## config.mk

```make
export PLATFORM = sky130hd
export DESIGN_NAME = fetch_decode_queue
export DESIGN_NICKNAME = d
export VERILOG_FILES = /design/src/rtl/fetch_decode_queue.sv
export SDC_FILE = /design/constraint.sdc
export NUM_CORES = 1
export LEC_CHECK = 0
export CELL_PAD_IN_SITES_DETAIL_PLACEMENT = 0
export CELL_PAD_IN_SITES_GLOBAL_PLACEMENT = 1
export CORE_MARGIN = 2
export CORE_UTILIZATION = 30
export DETAILED_ROUTE_END_ITERATION = 10
export PLACE_DENSITY = 0.76
export SLEW_MARGIN = 20
export SYNTH_ARGS = -nofsm -noshare
export SYNTH_HDL_FRONTEND = slang
export SYNTH_SLANG_ARGS = --single-unit
```

## constraint.sdc

```tcl
create_clock -name clk -period 2.8 [get_ports clk]
set_clock_uncertainty 0.2 [all_clocks]
set_input_delay 0.84 -clock clk [delete_from_list [all_inputs] [get_ports clk]]
set_output_delay 0.84 -clock clk [all_outputs]
set_load 0.01 [all_outputs]
```

## src/rtl/fetch_decode_queue.sv

```systemverilog
// rtl/fetch_decode_queue.sv - instruction buffer between fetch and decode
//
// Purpose:
//   Small circular FIFO of (instruction, PC) pairs. The head entry is
//   presented to decode already split into its RISC-V fields, with a flag
//   for opcodes the decode path does not support. A flush squashes all
//   contents and any enqueue or dequeue attempted in the same cycle.
//
// Ports:
//   clk, rst_n          clock, asynchronous active-low reset
//   flush               squash all entries and any same-cycle transfer
//   in_valid/in_ready   fetch-side handshake
//   in_instr, in_pc     fetched instruction word and its PC
//   out_valid/out_ready decode-side handshake
//   out_instr, out_pc   head entry (NOP / PC 0 when empty)
//   out_opcode .. out_funct7  head instruction fields
//   out_illegal         head opcode outside the supported set (informational)
//   count               current occupancy

module fetch_decode_queue #(
  parameter int DEPTH = 2,
  parameter int XLEN  = 32
) (
  input  logic                           clk,
  input  logic                           rst_n,
  input  logic                           flush,
  input  logic                           in_valid,
  output logic                           in_ready,
  input  logic [XLEN-1:0]                in_instr,
  input  logic [XLEN-1:0]                in_pc,
  output logic                           out_valid,
  input  logic                           out_ready,
  output logic [XLEN-1:0]                out_instr,
  output logic [XLEN-1:0]                out_pc,
  output logic [6:0]                     out_opcode,
  output logic [4:0]                     out_rd,
  output logic [2:0]                     out_funct3,
  output logic [4:0]                     out_rs1,
  output logic [4:0]                     out_rs2,
  output logic [6:0]                     out_funct7,
  output logic                           out_illegal,
  output logic [$clog2(DEPTH+1)-1:0]     count
);

  localparam int PTR_W = $clog2(DEPTH);
  localparam int CNT_W = $clog2(DEPTH + 1);

  // addi x0,x0,0 -- shown on the head outputs whenever the queue is empty
  localparam logic [XLEN-1:0] NOP_INSTR = XLEN'(32'h0000_0013);

  localparam logic [6:0] OP_REG    = 7'b0110011;
  localparam logic [6:0] OP_LOAD   = 7'b0000011;
  localparam logic [6:0] OP_STORE  = 7'b0100011;
  localparam logic [6:0] OP_BRANCH = 7'b1100011;
  localparam logic [6:0] OP_JALR   = 7'b1100111;

  logic [XLEN-1:0]  instr_mem [DEPTH];
  logic [XLEN-1:0]  pc_mem    [DEPTH];
  logic [PTR_W-1:0] rd_ptr;
  logic [PTR_W-1:0] wr_ptr;

  logic             enq;
  logic             deq;
  logic             is_full;
  logic             is_empty;

  assign is_full  = (count == CNT_W'(DEPTH));
  assign is_empty = (count == '0);

  // in_ready looks only at occupancy, never at out_ready, so a full queue
  // refuses input even while decode is draining it in the same cycle.
  assign in_ready  = !flush && !is_full;
  assign out_valid = !flush && !is_empty;

  // in_ready / out_valid already fold in flush, so a flush voids both.
  assign enq = in_valid && in_ready;
  assign deq = out_valid && out_ready;

  always_ff @(posedge clk or negedge rst_n) begin
    if (!rst_n) begin
      rd_ptr <= '0;
      wr_ptr <= '0;
      count  <= '0;
      for (int i = 0; i < DEPTH; i++) begin
        instr_mem[i] <= NOP_INSTR;
        pc_mem[i]    <= '0;
      end
    end else if (flush) begin
      // Storage is left as-is; count == 0 masks it on the head outputs.
      rd_ptr <= '0;
      wr_ptr <= '0;
      count  <= '0;
    end else begin
      if (enq) begin
        instr_mem[wr_ptr] <= in_instr;
        pc_mem[wr_ptr]    <= in_pc;
        wr_ptr            <= wr_ptr + 1'b1;  // power-of-two depth wraps naturally
      end
      if (deq) begin
        rd_ptr <= rd_ptr + 1'b1;
      end
      case ({enq, deq})
        2'b10:   count <= count + 1'b1;
        2'b01:   count <= count - 1'b1;
        default: count <= count;
      endcase
    end
  end

  // Head is read combinationally; no bypass from in_* to out_*.
  always_comb begin
    out_instr = NOP_INSTR;
    out_pc    = '0;
    if (!is_empty) begin
      out_instr = instr_mem[rd_ptr];
      out_pc    = pc_mem[rd_ptr];
    end
  end

  assign out_opcode = out_instr[6:0];
  assign out_rd     = out_instr[11:7];
  assign out_funct3 = out_instr[14:12];
  assign out_rs1    = out_instr[19:15];
  assign out_rs2    = out_instr[24:20];
  assign out_funct7 = out_instr[31:25];

  // Informational only: the queue never stalls or drops on an illegal head.
  // The empty-queue NOP (OP-IMM) is deliberately flagged; out_valid = 0
  // qualifies it.
  always_comb begin
    out_illegal = 1'b1;
    case (out_opcode)
      OP_REG, OP_LOAD, OP_STORE, OP_BRANCH, OP_JALR: out_illegal = 1'b0;
      default:                                       out_illegal = 1'b1;
    endcase
  end

endmodule

```

# Word-level counts from Yosys, hierarchy flattened
# Cells that the tools add are included.
[totals]
word_cells = 58
in_bits = 69
ff_bits = 132
[op_classes]
n_bitwise = 3
reduce_logical = 14
muxes = 19
n_eq_ne = 8
add_sub_neg = 4
n_lt_le_gt_ge = 3
[op_table]
columns = ["op", "count"]
rows = [
  ["32-bit 2-to-1 mux", 9],
  ["64-bit bitwise mux", 2],
  ["32-bit demux with 1-bit select", 1],
  ["7-bit by 6-bit equality test with 1-bit output, second input constant", 2],
  ["7-bit equality test, second input constant", 2],
  ["7-bit by 2-bit equality test with 1-bit output, second input constant", 1],
  ["1-bit logical AND", 5],
  ["1-bit 2-to-1 mux", 5],
  ["5-bit OR reduction", 1],
  ["2-bit equality test, second input constant", 2],
  ["2-bit >= comparator, second input constant", 2],
  ["1-bit NOT with 2-bit output", 2],
  ["2-bit case mux with 2 select lines", 1],
  ["2-bit nonzero test", 2],
  ["1-bit logical NOT", 3],
  ["3-bit nonzero test", 1],
  ["1-bit adder, second input constant", 2],
  ["2-bit by 1-bit adder with 2-bit output, second input constant", 1],
  ["2-bit by 1-bit equality test with 1-bit output, second input constant", 1],
  ["2-bit logical NOT", 1],
  ["2-bit by 1-bit < comparator with 1-bit output, second input constant", 1],
  ["2-bit 2-to-1 mux", 1],
  ["2-bit AND reduction", 1],
  ["2-bit by 1-bit subtractor with 2-bit output, second input constant", 1],
  ["1-bit NOT", 1],
]

# Longest topological paths before layout
# Gate-level depths: netlist of run 1.
[depth]
ltp_word = 8
mapped_depth = 7

# Worst setup path before layout of run 1
# OpenSTA, ideal clock, no wires.
[synth_timing]
path_kind = "reg2out"
start = "register count[0]"
end = "output out_instr[14]"
n_path_buf = 4
required_ns = 1.760
arrival_ns = 1.570
setup_slack_ns = 0.190
stages_incl_launch_ff = 7
cell_sequence = "dfrtp_1 buf_4 nor2_1 clkbuf_1 buf_1 nor2_1 buf_4"
[synth_via]
elab_chain_len = 2
[synth_lines]
columns = ["element", "line_no", "rtl"]
rows = [
  ["start: declaration", "42", "output logic [$clog2(DEPTH+1)-1:0] count"],
  ["start signal: assignment", "103", "2'b10: count <= count + 1'b1;"],
  ["start signal: assignment", "104", "2'b01: count <= count - 1'b1;"],
  ["start signal: assignment", "105", "default: count <= count;"],
  ["2-bit logical NOT", "68", "assign is_empty = (count == '0);"],
  ["32-bit 2-to-1 mux", "114", "if (!is_empty) begin"],
  ["end: declaration", "33", "output logic [XLEN-1:0] out_instr,"],
]
# No other way between the ends.

# Worst setup path after layout of run 1
[layout_timing]
start = "register rd_ptr"
end = "output out_illegal"
[layout_via]
elab_chain_len = 8
word_cells_on_any_way = 12
cone_classes = "eq/ne: 5; mux: 5; bitwise: 1; reduce/logical: 1"
[layout_lines]
columns = ["element", "line_no", "rtl"]
rows = [
  ["start: declaration", "59", "logic [PTR_W-1:0] rd_ptr;"],
  ["start signal: assignment", "100", "rd_ptr <= rd_ptr + 1'b1;"],
  ["1-bit NOT with 2-bit output (implied by the code) *", "115", "out_instr = instr_mem[rd_ptr];"],
  ["32-bit 2-to-1 mux (implied by the code) * (3 in series)", "115", ""],
  ["32-bit 2-to-1 mux *", "114", ""],
  ["7-bit by 6-bit equality test with 1-bit output (tied with other cells)", "132", "case (out_opcode)"],
  ["5-bit OR reduction *", "132", ""],
  ["1-bit 2-to-1 mux *", "132", ""],
  ["end: declaration", "41", "output logic out_illegal,"],
]
# Every way passes the cells marked *; elsewhere a longest branch is shown, timed or not. The select of a mux whose other input is x is not followed.

==> flow_metrics.tcl, run 1 <==
set metrics [dict create \
    ff2ff_setup_slack_ns 0.59 \
    synth.distinct_cells 30 \
    antenna_found_initial 0 \
    p_leak_nw 4.09 \
    powerDensity_nw_per_um2 786 \
    worstPathArrival_ns 1.91 \
    violations "negative setup slack" \
    cp_max_fo 6 \
    ys_seq_area_share_pct 51.0 \
    postRouteAntennaNets 0 \
    io_pins 170 \
    power.switching_mw 1.84 \
    worst_pin_slew_ns 0.397 \
    drt_iter0_drc 79 \
    timing.rr.start "count[0]$_DFFE_PN0P_" \
    synth_seq_cells 132 \
    first_pass_iters 4 \
    cts_max_path_buffers 2 \
    stdcell_area_um2 8970 \
    clk_latency_ns 0.40 \
    clock.fmax_mhz 339 \
    synth_edf_count 0 \
    synth_fp_nets 547 \
    clock_power_share_pct 36.2 \
    synth_top_family_by_area "multiplexers" \
    worstSetupStartpoint "rd_ptr$_DFFE_PN0P_" \
    min_period_over_period_pct 105 \
    cts_tree "built" \
    fin_crit_ns 2.95 \
    cp-start-kind "flop" \
    cp_top_family "flip-flops" \
    yosys.area_share.adder_pct 0 \
    clk_pin_slew_ns 0.06 \
    core_area_um2 21200 \
    rsz0062_at_grt "yes" \
    numCtsBuffers 17 \
    synthMuxAreaShare_pct 35.5 \
    cts_num_sinks 132 \
    place.gp.congestion 0.739 \
    synth-simple-area-share_pct 5.41 \
    multi_input_area_um2 2780 \
    post_drt_wl_per_cell_um 16.7 \
    drt_wl_total_um 15700 \
    fp.dieH_um 151 \
    seq_area_um2 3320 \
    place_area_um2 8450 \
    combPwrFrac_pct 24.8 \
    status "finished with violations" \
    vias_per_cell 4.57 \
    slew-limit-headroom_pct 73.5 \
    syn_area_um2 6500 \
    setup_violations 46 \
    timing.rr.end "pc_mem[41]$_DFFE_PN0P_" \
    crit_path_end_kind "output pin" \
    synth_commonest_cells "dfrtp_1, nor2_1, mux2_2, mux2i_1, mux2_4" \
    maxCapViolations 0 \
    synth_top_area_share_pct 48.5 \
    holdBufCountCts 0 \
    drcViolationCount 0 \
    synthCells 478 \
    synth_top_cell_by_area "dfrtp_1" \
    syn2layout_area_growth_pct 38.1 \
    nFillCells 1960 \
    drive_gt1_share_pct 46.6 \
    dp_cells 893 \
    synth-main-ff-cell "dfrtp_1" \
    crit_required_ns 1.76 \
    layout.cells.non_filler 940 \
    final-max-slew-violation-count 0 \
    pwr-share-seq_pct 39.0 \
    crit_type "flop to output pin" \
    switching_share_pct 26.0 \
    port_buffers 169 \
    yosys-top-cells-area "dfrtp_1, mux2_4, mux2_2, mux2i_1, buf_4" \
    synth_compound_area_share_pct 0.867 \
    peakVddDrop_uv 341 \
    htreeDepth 4 \
    fin_util_pct 42.4 \
    gr-usage-all-layers_pct 14.1 \
    hold_viol 0 \
    fin_ws_ns -0.148 \
    grt_max_degree 70 \
    path_cells "buf_6 > mux2i_2 > or3_1 > a21oi_2 > o21ai_1 > buf_2" \
    synth_area_per_cell_um2 13.6 \
    async_flop_share_pct 100 \
    start_util_pct 30.7 \
    cts-root-buf "clkbuf_16" \
    hold_class "primary input to asynchronous set/reset pin" \
    tns_ns -1.79 \
    synth_most_common_cell "dfrtp_1" \
    synth-xor-area-share_pct 0.270 \
    nNetsFinal 721 \
    rows 53 \
    max_stage_delay_ns 0.53 \
    p_int_mw 5.22 \
    fp.dieW_um 151 \
    grt_pass1_vias 4787 \
    place_hpwl_um 10500 \
    grt_pass1_wl_um 24900 \
    die_area_um2 22900 \
    slowest_stage "dfrtp_4" \
    ff2ff_path_depth 7 \
    yosysWarnings 0 \
    grt_overflow_total 0 \
    num_antenna_cells 0 \
    dr_total_vias 4297 \
    critPathBufInv 2 \
]
==> registers in the layout, indices dropped and copies added (netlist names) <==
signal,flops
instr_mem,64
pc_mem,64
count,2
rd_ptr,1
wr_ptr,1
==> how the worst max path moves through the flow <==
stage                               end  slack (ns)  cells past startpoint
final                       out_illegal       -0.15                      6
after detailed placement       in_ready       -0.23                      3
after floorplan           out_instr[14]        0.19                      6
after global placement        out_valid       -0.25                      3
after global routing        out_illegal       -0.25                      6
after CTS                   out_illegal       -0.18                      6
==> cell usage in the layout (no fill, tap or decap), types with 2 or more instances in the layout <==
cell / instances
dfrtp_1: 124
buf_2: 81
clkdlybuf4s50_1: 68
nor2_1: 65
mux2_2: 64
mux2i_1: 61
mux2_4: 60
buf_4: 23
clkbuf_16: 19
dlygate4sd2_1: 15
buf_6: 13
buf_12: 11
dfstp_2: 6
clkbuf_8: 5
bufinv_16: 5
mux2_1: 4
mux2i_2: 3
clkinv_4: 3
nor2_2: 2
o21ai_1: 2
a21oi_1: 2
nor3b_1: 2
xor2_1: 2
clkbuf_2: 2
==> repair_timing <==
action | in CTS | in global routing
buffers inserted | 10 | 4
cloned | 2 | 2
pin swaps | 32 | 23
setup endpoints to repair | 99 | 76
hold endpoints to repair | 0 | 0
resized for setup | 362 | 30
==> kinds of logic (layout without fill, tap and decap cells) <==
group,Yosys count,in the layout
flip-flops,132,132
AND/OR/NAND/NOR,80,80
XOR/XNOR,2,2
buffers and inverters,62,249
AO/OA/AOI/OAI,10,10
multiplexers,192,192
==> power by group through the flow <==
stage | logic [mW] | clock network [mW] | registers [mW]
2_1_floorplan | 1.20 | 0 | 2.68
3_3_place_gp | 1.81 | 0 | 2.73
3_5_place_dp | 1.86 | 0 | 2.77
4_1_cts | 1.78 | 2.61 | 2.75
5_1_grt | 1.91 | 2.70 | 2.82
6_report | 1.75 | 2.55 | 2.75
==> layer usage <==
metal	track usage (%)	share of wire, %	vias up
li1	-	-	1965
met1	17.0	43	2214
met2	25.0	51	103
met3	3.13	4.6	15
met4	4.63	1.5	0
met5	0	0	-
==> through the flow <==
| step | hold WS, ns | power, mW | setup slack, ns |
|---|---|---|---|
| floorplan | 0.264 | 3.88 | 0.190 |
| global placement | 0.274 | 4.54 | -0.246 |
| detailed placement | 0.281 | 4.63 | -0.233 |
| CTS | 0.128 | 7.14 | -0.175 |
| global route | 0.134 | 7.43 | -0.250 |
| finish | 0.134 | 7.05 | -0.148 |
==> cell type report <==
type / instances / area share (%)
repair buffers: 216 / 20.5
inverters: 1 / 0.0418
clock buffers: 22 / 5.51
clock inverters: 10 / 2.15
well taps: 275 / 3.83
multi-input cells: 284 / 31.0
flip-flops and latches: 132 / 36.9
Power figures use the tool's default switching activity.
==> run 2, diff against run 1 <==
- CORE_MARGIN: 2 -> default
- GPL_TIMING_DRIVEN: default -> 0
==> run 2 against run 1 <==
  * Maximum frequency rose by 1.5%
  * Critical path depth unchanged
  * The run still ends with negative setup slack left
  * Hold slack gained 0.031 ns
  * Via count grew 5.4%
  * Largest power group unchanged
==> flow_metrics.tcl, run 2 (synthesis gave the netlist of run 1 again) <==
set metrics [dict create \
    post_drt_wl_per_cell_um 17.8 \
    cts_num_sinks 132 \
    cp-start-kind "flop" \
    clk_pin_slew_ns 0.06 \
    fin_ws_ns -0.105 \
    powerDensity_nw_per_um2 717 \
    grt_pass1_wl_um 27600 \
    multi_input_area_um2 3080 \
    drt_wl_total_um 18000 \
    fp.dieW_um 149 \
    drive_gt1_share_pct 57.5 \
    slew-limit-headroom_pct 64.5 \
    combPwrFrac_pct 31.6 \
    antenna_found_initial 0 \
    power.switching_mw 2.04 \
    grt_max_degree 68 \
    seq_area_um2 3310 \
    p_int_mw 5.40 \
    fin_util_pct 49.1 \
    crit_required_ns 1.76 \
    first_pass_iters 4 \
    cts-root-buf "clkbuf_16" \
    tns_ns -0.656 \
    fp.dieH_um 149 \
    min_period_over_period_pct 104 \
    nNetsFinal 792 \
    place_hpwl_um 11900 \
    crit_type "flop to output pin" \
    worst_pin_slew_ns 0.533 \
    htreeDepth 4 \
    rsz0062_at_grt "yes" \
    postRouteAntennaNets 0 \
    start_util_pct 30.7 \
    final_common_cell "dfrtp_1" \
    most-common-layout-cells "dfrtp_1, clkdlybuf4s50_1, buf_6" \
    pwr-share-seq_pct 38.0 \
    final-max-slew-violation-count 0 \
    ff2ff_path_depth 7 \
    drt_iter0_drc 80 \
    switching_share_pct 27.4 \
    crit_path_end_kind "output pin" \
    hold_class "primary input to asynchronous set/reset pin" \
    gr-usage-all-layers_pct 16.6 \
    syn2layout_area_growth_pct 59.7 \
    io_pins 170 \
    largest_registers "instr_mem (64), pc_mem (64), count (2)" \
    grt_overflow_total 0 \
    fin_crit_ns 2.91 \
    timing.rr.end "pc_mem[25]$_DFFE_PN0P_" \
    timing.rr.start "count[0]$_DFFE_PN0P_" \
    worstPathArrival_ns 1.87 \
    place.gp.congestion 0.774 \
    cts_tree "built" \
    drcViolationCount 0 \
    grt_pass1_vias 4831 \
    port_buffers 168 \
    clock_power_share_pct 30.4 \
    totalPowerFinal_mw 7.44 \
    peakVddDrop_uv 396 \
    holdBufCountCts 0 \
    rows 53 \
    setup_violations 19 \
    dr_total_vias 4529 \
    violations "negative setup slack" \
    ff2ff_setup_slack_ns 0.50 \
    clk_latency_ns 0.41 \
    vias_per_cell 4.48 \
    maxCapViolations 0 \
    die_area_um2 22300 \
    core_area_um2 21200 \
    status "finished with violations" \
    nFillCells 1827 \
    cts_max_path_buffers 2 \
    cp_max_fo 3 \
    pre_cts_ws_ns -0.918 \
    num_antenna_cells 0 \
    hold_viol 0 \
    p_leak_nw 4.60 \
    numCtsBuffers 17 \
    clock.fmax_mhz 344 \
]
==> run 2: cell types whose count changed in the layout (fill, tap and decap cells not counted), moves of 6 or more <==
cell,previous run,this run
buf_6,13,65
buf_2,81,47
buf_4,23,42
mux2i_1,61,42
nor2_1,65,47
buf_12,11,27
mux2i_4,0,15
nor2_4,1,13
buf_8,0,11
dlygate4sd2_1,15,5
clkbuf_2,2,9
nor2_2,2,8
==> run 2: per-stage QoR <==
stage	area [um^2]	cells	hold slack (ns)
3_5_place_dp	8560	922	0.281
4_1_cts	10100	997	0.180
3_3_place_gp	8520	921	0.276
6_report	10400	1011	0.165
2_1_floorplan	6500	478	0.264
5_1_grt	10400	1011	0.186
==> run 2: layer usage <==
metal,wire [um],up-vias,share of wire [%],track usage [%]
li1,-,2107,-,-
met1,8050,2310,45,21.2
met2,9000,96,50,27.8
met3,686,16,3.8,3.61
met4,218,0,1.2,5.41
met5,0,-,0,0
==> run 2: how the worst max path moves through the flow <==
| stage | startpoint | slack [ns] | cells after the start | endpoint |
|---|---|---|---|---|
| after CTS | count[0]$_DFFE_PN0P_ | -0.15 | 9 | out_illegal |
| after global placement | rst_n | -4.32 | 1 | pc_mem[60]$_DFFE_PN0P_ |
| after floorplan | count[0]$_DFFE_PN0P_ | 0.19 | 6 | out_instr[14] |
| final | rd_ptr$_DFFE_PN0P_ | -0.11 | 6 | out_illegal |
| after global routing | rd_ptr$_DFFE_PN0P_ | -0.19 | 6 | out_illegal |
| after detailed placement | count[0]$_DFFE_PN0P_ | -0.92 | 7 | out_rd[4] |
==> run 2: power groups by stage <==
| stage | Combinational [mW] | Clock [mW] | Sequential (mW) |
|---|---|---|---|
| final | 2.35 | 2.26 | 2.83 |
| after global routing | 2.51 | 2.39 | 2.89 |
| after CTS | 2.26 | 2.31 | 2.80 |
| after detailed placement | 1.94 | 0 | 2.77 |
| after global placement | 1.88 | 0 | 2.73 |
| after floorplan | 1.20 | 0 | 2.68 |
==> run 2: critical path, stage by stage, from the launching register on <==
cell and delay [ns]:
dfrtp_2 0.44, buf_6 0.14, mux2i_2 0.16, or3_1 0.38
a21oi_1 0.13, o21ai_1 0.07, buf_2 0.14
==> run 2: timing repair <==
| action | in CTS | in global routing |
|---|---|---|
| pin swaps | 18 | 36 |
| buffers inserted | 36 | 19 |
| endpoints found under the setup margin | 99 | 92 |
| cloned | 7 | 2 |
| resized for setup | 503 | 80 |
==> run 2: layout make-up <==
class	count	area share [%]
Sequential cell	132	31.9
Multi-Input combinational cell	284	29.7
Timing Repair Buffer	232	23.1
Buffer	55	6.05
Clock buffer	25	4.97
Tap cell	275	3.32
Clock inverter	7	0.904
Inverter	1	0.0362
==> edit (flow settings as in run 2) <==
Set the parameter `DEPTH` to 1 (it was 2).
--- a/src/rtl/fetch_decode_queue.sv
+++ b/src/rtl/fetch_decode_queue.sv
@@ -18,7 +18,7 @@
 //   count               current occupancy
 
 module fetch_decode_queue #(
-  parameter int DEPTH = 2,
+  parameter int DEPTH = 1,
   parameter int XLEN  = 32
 ) (
   input  logic                           clk,
Ports: changed (resized count); port bits go from 170 to 169. The function was not compared with the original's and may differ.
==> edit against run 2 <==
Area after synthesis is 45% lower. Count of clock-buffer cells in the layout is 12 lower. Final cell count is 41% lower. Clock power is 48% lower. Total power is 48% lower. Worst setup slack better by 0.11 ns. Via count is 45% lower. Synthesized cell count is 45% lower. Sequential share of layout area is 3.1 points lower. Wire length is 52% lower. Cell area is 44% lower. Register-to-register slack better by 0.41 ns. Sequential cell count is 65 lower. Critical path type unchanged. Critical endpoint is now out_instr[25]. Largest power group unchanged.
==> edit: results (changes against run 2) <==
Yosys
  – Synth top cells by count: dfrtp_1, and2_1, mux2_4, buf_4
  – Synth top area cells: dfrtp_1, mux2_4, and2_1
  – Sequential fraction of the synthesis area: 47.2% (-3.7 points)
  – Synth cell types: 24 (-20%)
  – Cells after Synth: 261 (-45%)

Critical path
  – Slowest CP cell: clkdlybuf4s50_1
  – CP top delay family: buffers and inverters
  – Crit Path Max Fanout: 10 (+7)
  – Worst path max stage delay: 0.52 ns (+0.08 ns)
  – Worst Path Arrival: 1.76 ns (-0.11 ns)

Drt
  – Number of DRC markers in iteration 0: 87 (+8.8%)
  – Via/cell ratio: 4.21 (-5.9%)
  – Vias: 2,499 (-45%)

Clock network
  – H-tree levels: 3 (-1)
  – TritonCTS Buffers: 9 (-8)
  – Clock latency on the worst-skew pair: 0.32 ns (-0.09 ns)

Global routing
  – Global-route wire length before repair: 13,900 um (-50%)
  – All-Layer GR Usage: 14.5% (-2.1 points)
  – Vias in the first global route: 2,622 (-46%)

Cells and area
  – Fin nets: 515 (-35%)
  – Top flop regs: instr_mem: 32 flops, pc_mem: 32 flops
  – Filler cell count: 1,035 (-43%)

Status
  – Status: complete, no violations

Place
  – GPL Wtd Cong: 0.715 (-7.7%)
  – HPWL after DPL: 6430 um (-46%)
  – # placed instances: 573 (-38%)
  – Placed cell areas: 5440 sq um (-36%)

Timing
  – Slew @ Worst Pin: 0.497 ns (-0.0366 ns)

Power and ir drop
  – Leak pwr: 0.00271 uW (-41%)
edit: cell types whose count changed in the layout (fill, tap and decap cells not counted), sizes merged, moves of 20 or more:
| cell | change |
|---|---|
| and2 | +61 |
| buf | -148 |
| clkbuf | -20 |
| clkdlybuf4s50 | +64 |
| dfrtp | -62 |
| dlygate4sd2 | +24 |
| mux2 | -64 |
| mux2i | -63 |
| nor2 | -63 |
edit: final timing paths:
kind                                              to  slack (ns)  cells after the start
max in group asynchronous          count$_DFFE_PN0P_        1.56                      2
max                                    out_instr[25]       0.004                      4
max reg2reg                   pc_mem[19]$_DFFE_PN0P_        0.91                      6
min reg2reg                   pc_mem[18]$_DFFE_PN0P_        0.30                      1
min                        instr_mem[11]$_DFFE_PN0P_        0.28                      1
min in group clk              pc_mem[18]$_DFFE_PN0P_        0.30                      1
edit: per-stage QoR:
stage / util (%) / total power, uW
final: 50.8 / 3830
after global routing: 50.8 / 4040
after CTS: 50.5 / 3880
after detailed placement: 47.4 / 2700
after global placement: 47.3 / 2670
after floorplan: - / 2130
edit: metal layers:
metal	part of all wire, %	vias to the layer above	wire length [um]	GRT usage [%]
met5	0	-	0	0
met2	46	98	4030	22.2
met1	45	1197	3930	19.6
met4	1.1	0	93	4.00
li1	-	1194	-	-
met3	7.1	10	619	4.70
edit: worst reg2reg max path, delay by kind of cell, from the launching register on:
family	cells	cell delay, ns
buffers and inverters	3	0.48
DFF	1	0.45
muxes	1	0.31
and+or+nand+nor	2	0.32
edit: cell families (layout without fill, tap and decap cells):
family	Yosys count	in the layout	share of synthesized area (%)
AO/OA/AOI/OAI	3	3	0.492
XOR/XNOR	1	1	0.246
adder cells (fa/ha/maj)	1	1	0.351
multiplexers	65	65	26.9
flip-flops	67	67	47.2
buffers and inverters	49	238	11.7
AND/OR/NAND/NOR	75	75	13.1
edit: layout make-up:
| class | instances | area (sq um) | share of cell area (%) |
|---|---|---|---|
| clock buffers | 13 | 270 | 4.64 |
| inverters | 3 | 11.3 | 0.193 |
| plain buffers | 46 | 462 | 7.93 |
| repair buffers | 173 | 1710 | 29.3 |
| clock inverters | 3 | 45.0 | 0.773 |
| well taps | 143 | 179 | 3.07 |
| flip-flops and latches | 67 | 1680 | 28.9 |
| multi-input cells | 145 | 1470 | 25.3 |
edit: repair_timing:
item / in CTS / in global routing
resized for setup: 49 / 14
buffers inserted: 3 / 1
setup endpoints to repair: 99 / 34
edit: report_power, final:
part | internal (uW) | switching (uW) | leakage [uW] | total, uW
clock network | 762 | 407 | 0.000148 | 1170
logic | 869 | 387 | 0.00177 | 1260
registers | 1260 | 148 | 0.000789 | 1410
